<file path="config.mk">
export PLATFORM = sky130hd
export DESIGN_NAME = linear_layer_bwd_seq
export DESIGN_NICKNAME = d
export VERILOG_FILES = /design/src/rtl/nn_pkg.sv /design/src/rtl/linear_layer_bwd_seq_mac_sat.sv /design/src/rtl/linear_layer_bwd_seq.sv
export SDC_FILE = /design/constraint.sdc
export NUM_CORES = 1
export LEC_CHECK = 0
export CAP_MARGIN = 40
export CORE_ASPECT_RATIO = 1.25
export CORE_MARGIN = 1.5
export CORE_UTILIZATION = 21
export DETAILED_ROUTE_END_ITERATION = 6
export PLACE_DENSITY = 0.87
export SLEW_MARGIN = 20
export SYNTH_ARGS = -nofsm -noshare
export SYNTH_HDL_FRONTEND = slang
export SYNTH_SLANG_ARGS = --single-unit
</file>
<file path="constraint.sdc">
create_clock -name clk_i -period 1.03 [get_ports clk_i]
set_input_delay 0.206 -clock clk_i [delete_from_list [all_inputs] [get_ports clk_i]]
set_output_delay 0.206 -clock clk_i [all_outputs]
set_load 0.01 [all_outputs]
</file>
<file path="src/rtl/nn_pkg.sv">
// Shared types and helpers for the neural-network training datapath blocks.
// Holds the backward-pass FSM state type, the shift-and-saturate helper used
// at every column end, and the flat weight-vector index helper that keeps the
// weight layout identical to the forward layers.
package nn_pkg;

  typedef enum logic [1:0] {
    IDLE,
    MAC,
    DONE
  } bwd_state_t;

  // Widest accumulator the helper below can take; callers sign-extend into it.
  localparam int SAT_W = 64;

  // Arithmetic right shift (floors toward -inf), then clamp to a signed
  // range of 'width' bits. Callers keep only the low 'width' bits.
  function automatic logic signed [SAT_W-1:0] sat_shift(
    input logic signed [SAT_W-1:0] acc,
    input int                      frac,
    input int                      width
  );
    logic signed [SAT_W-1:0] shifted;
    logic signed [SAT_W-1:0] maxVal;
    logic signed [SAT_W-1:0] minVal;
    shifted = acc >>> frac;
    maxVal  = (64'sd1 <<< (width - 1)) - 64'sd1;
    minVal  = -(64'sd1 <<< (width - 1));
    if (shifted > maxVal) begin
      return maxVal;
    end else if (shifted < minVal) begin
      return minVal;
    end
    return shifted;
  endfunction

  // Row-major element number of W[i][j]; element 0 sits at the MSB end of
  // the flat weight vector.
  function automatic int w_idx(
    input int i,
    input int j,
    input int nin,
    input int nout
  );
    return (nout > 0) ? (i * nin + j) : 0;
  endfunction

endpackage

</file>
<file path="src/rtl/linear_layer_bwd_seq_mac_sat.sv">
// Single multiply-accumulate lane for the backward pass.
// Multiplies one weight by one delta each enabled cycle and adds it to the
// running column sum. On the last row of a column the combined sum is
// shifted and saturated for the caller and the accumulator restarts at zero.
module mac_sat
  import nn_pkg::*;
#(
  parameter int WIDTH = 16,
  parameter int FRAC  = 0,
  parameter int ACC_W = 2 * WIDTH + 2
) (
  input  logic                    clk_i,
  input  logic                    rst_ni,
  input  logic                    clr_i,
  input  logic                    en_i,
  input  logic                    last_i,
  input  logic signed [WIDTH-1:0] weight_i,
  input  logic signed [WIDTH-1:0] delta_i,
  output logic signed [WIDTH-1:0] sat_o
);

  logic signed [2*WIDTH-1:0] prod;
  logic signed [ACC_W-1:0]   sum;
  logic signed [ACC_W-1:0]   acc_q;
  logic signed [ACC_W-1:0]   acc_d;

  assign prod  = (2 * WIDTH)'(weight_i) * (2 * WIDTH)'(delta_i);
  assign sum   = acc_q + ACC_W'(prod);
  assign sat_o = WIDTH'(sat_shift(SAT_W'(sum), FRAC, WIDTH));

  // Next accumulator value: cleared on a new vector or at column end, otherwise grows by one product.
  always_comb begin
    acc_d = acc_q;
    if (clr_i) begin
      acc_d = '0;
    end else if (en_i) begin
      acc_d = last_i ? '0 : sum;
    end
  end

  // Accumulator register, zeroed by reset so an aborted column leaves nothing behind.
  always_ff @(posedge clk_i) begin
    if (!rst_ni) begin
      acc_q <= '0;
    end else begin
      acc_q <= acc_d;
    end
  end

endmodule

</file>
<file path="src/rtl/linear_layer_bwd_seq.sv">
// Backward (error-propagation) pass of one dense layer.
// Computes grad[j] = relu'(j) * sum_i W[i][j] * delta[i] one MAC per cycle,
// walking rows i inside each column j, with valid/ready on both sides so it
// chains between training stages and tolerates stalls in either direction.
module linear_layer_bwd_seq
  import nn_pkg::*;
#(
  parameter int                        WIDTH               = 16,
  parameter int                        NIN                 = 2,
  parameter int                        NOUT                = 2,
  parameter int                        FRAC                = 0,
  parameter logic [WIDTH*NIN*NOUT-1:0] WEIGHTS_MATRIX_FLAT = '0
) (
  input  logic                    clk_i,
  input  logic                    rst_ni,
  input  logic                    in_valid_i,
  output logic                    in_ready_o,
  input  logic signed [WIDTH-1:0] delta_in_i [0:NOUT-1],
  input  logic        [NIN-1:0]   act_mask_i,
  output logic                    out_valid_o,
  input  logic                    out_ready_i,
  output logic signed [WIDTH-1:0] grad_out_o [0:NIN-1]
);

  localparam int ACC_W = 2 * WIDTH + $clog2(NOUT) + 1;
  localparam int IW    = (NOUT > 1) ? $clog2(NOUT) : 1;
  localparam int JW    = (NIN > 1) ? $clog2(NIN) : 1;

  bwd_state_t              state_q, state_d;
  logic [IW-1:0]           iCnt_q;
  logic [JW-1:0]           jCnt_q;
  logic signed [WIDTH-1:0] delta_q [0:NOUT-1];
  logic [NIN-1:0]          mask_q;
  logic signed [WIDTH-1:0] grad_q [0:NIN-1];
  logic signed [WIDTH-1:0] weightSel;
  logic signed [WIDTH-1:0] deltaSel;
  logic signed [WIDTH-1:0] colSat;
  logic                    accept;
  logic                    macEn;
  logic                    colEnd;
  logic                    lastCol;

  assign accept  = in_valid_i && in_ready_o;
  assign colEnd  = macEn && (iCnt_q == IW'(NOUT - 1));
  assign lastCol = (jCnt_q == JW'(NIN - 1));

  // State register; reset always lands in IDLE and drops any vector in flight.
  always_ff @(posedge clk_i) begin
    if (!rst_ni) begin
      state_q <= IDLE;
    end else begin
      state_q <= state_d;
    end
  end

  // Next state: accept in IDLE, walk the matrix in MAC, wait for the consumer in DONE.
  always_comb begin
    state_d = state_q;
    case (state_q)
      IDLE:    if (accept) state_d = MAC;
      MAC:     if (colEnd && lastCol) state_d = DONE;
      DONE:    if (out_ready_i) state_d = IDLE;
      default: state_d = IDLE;
    endcase
  end

  // Handshake and enable outputs decoded from the current state; never ready while held in reset.
  always_comb begin
    in_ready_o  = rst_ni && (state_q == IDLE);
    out_valid_o = (state_q == DONE);
    macEn       = (state_q == MAC);
  end

  // Weight and delta operands picked by constant slices of the flat parameter, no weight storage.
  always_comb begin
    weightSel = '0;
    deltaSel  = '0;
    for (int ii = 0; ii < NOUT; ii++) begin
      if (iCnt_q == IW'(ii)) deltaSel = delta_q[ii];
      for (int jj = 0; jj < NIN; jj++) begin
        if (iCnt_q == IW'(ii) && jCnt_q == JW'(jj)) begin
          weightSel = WEIGHTS_MATRIX_FLAT[(NIN*NOUT - w_idx(ii, jj, NIN, NOUT))*WIDTH-1 -: WIDTH];
        end
      end
    end
  end

  mac_sat #(
    .WIDTH (WIDTH),
    .FRAC  (FRAC),
    .ACC_W (ACC_W)
  ) uMacSat (
    .clk_i    (clk_i),
    .rst_ni   (rst_ni),
    .clr_i    (accept),
    .en_i     (macEn),
    .last_i   (colEnd),
    .weight_i (weightSel),
    .delta_i  (deltaSel),
    .sat_o    (colSat)
  );

  // Vector capture, row/column counters and masked column write-back; results persist until overwritten.
  always_ff @(posedge clk_i) begin
    if (!rst_ni) begin
      iCnt_q <= '0;
      jCnt_q <= '0;
      mask_q <= '0;
      for (int ii = 0; ii < NOUT; ii++) delta_q[ii] <= '0;
      for (int jj = 0; jj < NIN; jj++) grad_q[jj] <= '0;
    end else if (accept) begin
      iCnt_q <= '0;
      jCnt_q <= '0;
      mask_q <= act_mask_i;
      for (int ii = 0; ii < NOUT; ii++) delta_q[ii] <= delta_in_i[ii];
    end else if (macEn) begin
      if (colEnd) begin
        iCnt_q <= '0;
        jCnt_q <= lastCol ? '0 : jCnt_q + JW'(1);
        for (int jj = 0; jj < NIN; jj++) begin
          if (jCnt_q == JW'(jj)) grad_q[jj] <= mask_q[jj] ? colSat : '0;
        end
      end else begin
        iCnt_q <= iCnt_q + IW'(1);
      end
    end
  end

  assign grad_out_o = grad_q;

endmodule

</file>
==> summary.log <==
INFO  floorplanning  core-area=0.001982mm2
INFO  worst_setup_path critPathMaxFanout=4
INFO  sta            grt_setup_unrepaired=yes
INFO  sta            hold_violation_count_in_the_final_report=0
INFO  floorplanning  top_level_port_count=72
INFO  synthesis      ys_top_cells_by_count=sky130_fd_sc_hd__buf_4, sky130_fd_sc_hd__dfxtp_1, sky130_fd_sc_hd__nor2_1, sky130_fd_sc_hd__o21ai_0, sky130_fd_sc_hd__nor3b_1
INFO  floorplanning  floorplan.initialDensity=22.16%
INFO  job            maxCapViolCount=0
INFO  floorplanning  full_die_area=0.002376mm2
INFO  cts            tritoncts_num_sinks=4
INFO  grt            grt_start_max_net_pins=6
INFO  finish         multi_input_area=254.0um2
INFO  synthesis      proportion_of_synthesized_flip_flops_having_asynchronous_set_or_reset=0%
INFO  power          power_density=1030mW/mm2
INFO  min_path       holdPathEnd=state_q[0]$_SDFFE_PN0P_
INFO  worst_setup_path r2r_slack=70ps
INFO  sta            timing.final.setup_violations=2
INFO  sta            drv_slew=0
INFO  sta            maxClockFrequency=886.6MHz
INFO  worst_setup_path r2r_end=state_q[1]$_SDFFE_PN0P_
INFO  finish         post_layout_inst_area=476.7um2
INFO  finish         layout.filler_cells=233
INFO  synthesis      post_synth_edffs=0
INFO  finish         flow.area_growth_from_synthesis=8.547%
INFO  synthesis      synth_top_family_by_area=buffers and inverters
INFO  grt            antenna_found_initial=0
INFO  cts            tritoncts.num_buffers=3
INFO  sta            period_share=109.5%
INFO  placement      pre_cts_slack=-591.1ps
INFO  worst_setup_path setup.worst_path.end_class=output pin
INFO  placement      post_dp_cell_area=412.9um2
INFO  cts            cts-htree-levels=1
INFO  grt            grt_remaining_overflow=0
INFO  cts            cts.reportedPaths.clkPinSlew=40ps
INFO  worst_setup_path worstPathRequired=820ps
INFO  placement      detailedPlacementHpwl=462.9um
INFO  worst_setup_path r2r_cells=4
INFO  route          vias_per_cell=3.333
INFO  synthesis      synth_xor_area_share=0%
INFO  synthesis      post_synth_and_or_nand_nor_area_fraction=16.52%
INFO  cts            cts_hold_buffers=0
INFO  placement      gp_congestion=0.6525
INFO  grt            grt_util_all_layers=5.866%
INFO  synthesis      syn-mean-instance-area=7.985um2
INFO  route          wirelength=645um
INFO  placement      placedCellCount=82
INFO  cts            cts_tree=built
INFO  min_path       hp-class=in -> reg
INFO  min_path       hold_path_cell_cnt=4
INFO  floorplanning  die_height=54.13um
INFO  worst_setup_path cp.arrival=920ps
INFO  synthesis      synth.mux.area_fraction=0%
INFO  finish         fin_nets=107
INFO  sta            fin_skew=7.604ps
INFO  sta            setup_slack=-97.91ps
INFO  synthesis      synthesized_cell_area=439.2um2
INFO  placement      placement.io_buffers=5
INFO  synthesis      yosysWarningCount=0
INFO  finish         ratio_of_cells_with_drive_above_1_in_the_final_layout=25.37%
INFO  finish         num_antenna_cells=0
INFO  power          total_power=0.4910mW
INFO  worst_setup_path critical_path_class=reg -> out
INFO  outcome        run_status=finished, violations left
INFO  synthesis      yosysSeqAreaShare=18.23%
INFO  finish         regArea=82.58um2
INFO  cts            clk_root_buffer_cell=sky130_fd_sc_hd__clkbuf_4
INFO  outcome        failed_checks=setup timing
INFO  synthesis      yosys.cell_types.count=16
INFO  synthesis      synthesized_flop_and_latch_total=4
INFO  synthesis      synth_top_flop_cell=sky130_fd_sc_hd__dfxtp_1
INFO  grt            number_of_global_route_vias_before_repair=245
INFO  route          ant_nets=0
INFO  sta            period_needed=1128ps
INFO  worst_setup_path crit_start=state_q[1]$_SDFFE_PN0P_
INFO  floorplanning  num_rows=18
INFO  synthesis      yosys.area_share.adder=0%
INFO  synthesis      netlist.top_cell.by_area=sky130_fd_sc_hd__buf_4
INFO  route          drtIter0Drc=0
INFO  finish         finalNonFillerCells=87
INFO  route          drcViolationCount=0
INFO  min_path       hp-start=rst_ni
INFO  cts            clk-insertion-delay-late=240ps
INFO  route          wl_per_cell=7.414um
INFO  synthesis      synthesis.instances=55
INFO  synthesis      synth-compound-area-share=8.832%
INFO  synthesis      post-synth-top-count-cell=sky130_fd_sc_hd__buf_4
INFO  synthesis      synth_largest_type_area_fraction=54.70%
INFO  worst_setup_path worst_r2r_startpoint=state_q[0]$_SDFFE_PN0P_
INFO  cts            cts_max_path_buffers=2
INFO  finish         layout.core_utilization=24.05%
INFO  route          detailedRoute.firstPassIterationCount=1
INFO  route          via_count=290
INFO  synthesis      synth_area_leaders=sky130_fd_sc_hd__buf_4, sky130_fd_sc_hd__dfxtp_1, sky130_fd_sc_hd__o21ai_0, sky130_fd_sc_hd__nor3b_1, sky130_fd_sc_hd__nor2b_4
INFO  grt            grt_pass1_wl=910um
INFO  power          power.leakage=0.2437nW
INFO  power          max-vdd-ir-drop=0.5400mV
INFO  floorplanning  fp.dieW=43.90um
INFO  worst_setup_path critical_path.startpoint_type=register
critical path, stage by stage (launching register included):
cell	delay (ps)
sky130_fd_sc_hd__dfxtp_2	330
sky130_fd_sc_hd__nand2b_4	160
sky130_fd_sc_hd__nor2_4	90
sky130_fd_sc_hd__buf_6	100
cells in the final DEF, fill, tap and decap left out:
cell type	count
sky130_fd_sc_hd__nand3_2	1
sky130_fd_sc_hd__dlygate4sd2_1	1
sky130_fd_sc_hd__nor2_1	1
sky130_fd_sc_hd__nand2_1	1
sky130_fd_sc_hd__a21boi_1	2
sky130_fd_sc_hd__and2_1	1
sky130_fd_sc_hd__nor2b_4	1
sky130_fd_sc_hd__buf_4	5
sky130_fd_sc_hd__clkbuf_4	3
sky130_fd_sc_hd__nor3b_1	2
sky130_fd_sc_hd__conb_1	32
sky130_fd_sc_hd__o2bb2ai_1	1
sky130_fd_sc_hd__clkdlybuf4s50_1	2
sky130_fd_sc_hd__nor2_4	2
sky130_fd_sc_hd__buf_6	2
sky130_fd_sc_hd__nand2b_4	1
sky130_fd_sc_hd__nor2b_1	1
sky130_fd_sc_hd__o21ai_0	2
sky130_fd_sc_hd__inv_1	1
sky130_fd_sc_hd__o21ai_1	1
sky130_fd_sc_hd__dfxtp_2	2
sky130_fd_sc_hd__dfxtp_1	2
metal layers:
metal | track usage [%] | wire length, um | vias up
met5 | 0 | 0 | -
met4 | 7.576 | 19 | 0
met3 | 1.007 | 82 | 2
met2 | 12.50 | 379 | 30
met1 | 3.168 | 163 | 124
li1 | - | - | 134
final cells by class:
| cell class | instances | area share, % |
|---|---|---|
| timing repair buffer | 10 | 18.64 |
| inverter | 1 | 0.7874 |
| sequential | 4 | 17.32 |
| multi-input combinational | 49 | 53.28 |
| tap | 20 | 5.249 |
| clock buffer | 3 | 4.724 |
through the flow:
step / hold slack (ps) / setup TNS (ps)
2_1_floorplan: 327.7 / 0
3_3_place_gp: 504.2 / -896.1
3_5_place_dp: 514.9 / -1007
4_1_cts: 479.9 / -158.5
5_1_grt: 528.9 / -177.7
6_report: 507.5 / -138.4
kinds of logic after synthesis:
logic type,after synthesis
AOI/OAI and AO/OA,6
buffers and inverters,33
DFF,4
other,1
and+or+nand+nor,11
flip-flops by register name, indices dropped and copies added (netlist names):
name     cells
jCnt_q       1
state_q      2
iCnt_q       1
worst max-delay path by stage:
| stage | to | depth (start not counted) | slack (ps) |
|---|---|---|---|
| 6_report | in_ready_o | 3 | -100 |
| 5_1_grt | in_ready_o | 3 | -110 |
| 4_1_cts | in_ready_o | 3 | -130 |
| 3_5_place_dp | in_ready_o | 4 | -590 |
| 3_3_place_gp | in_ready_o | 4 | -550 |
| 2_1_floorplan | in_ready_o | 2 | 180 |
power by group:
group / internal, mW / switching, mW
clock: 0.131 / 0.0737
sequential: 0.163 / 0.00950
combinational: 0.0360 / 0.0775
repair_timing:
item                                    in CTS  in global routing
pin swaps                                    1                  2
endpoints found under the setup margin       2                  4
resized for setup                           13                  7
cloned                                       0                  0
buffers inserted                             2                  0
Power figures use the tool's default switching activity.
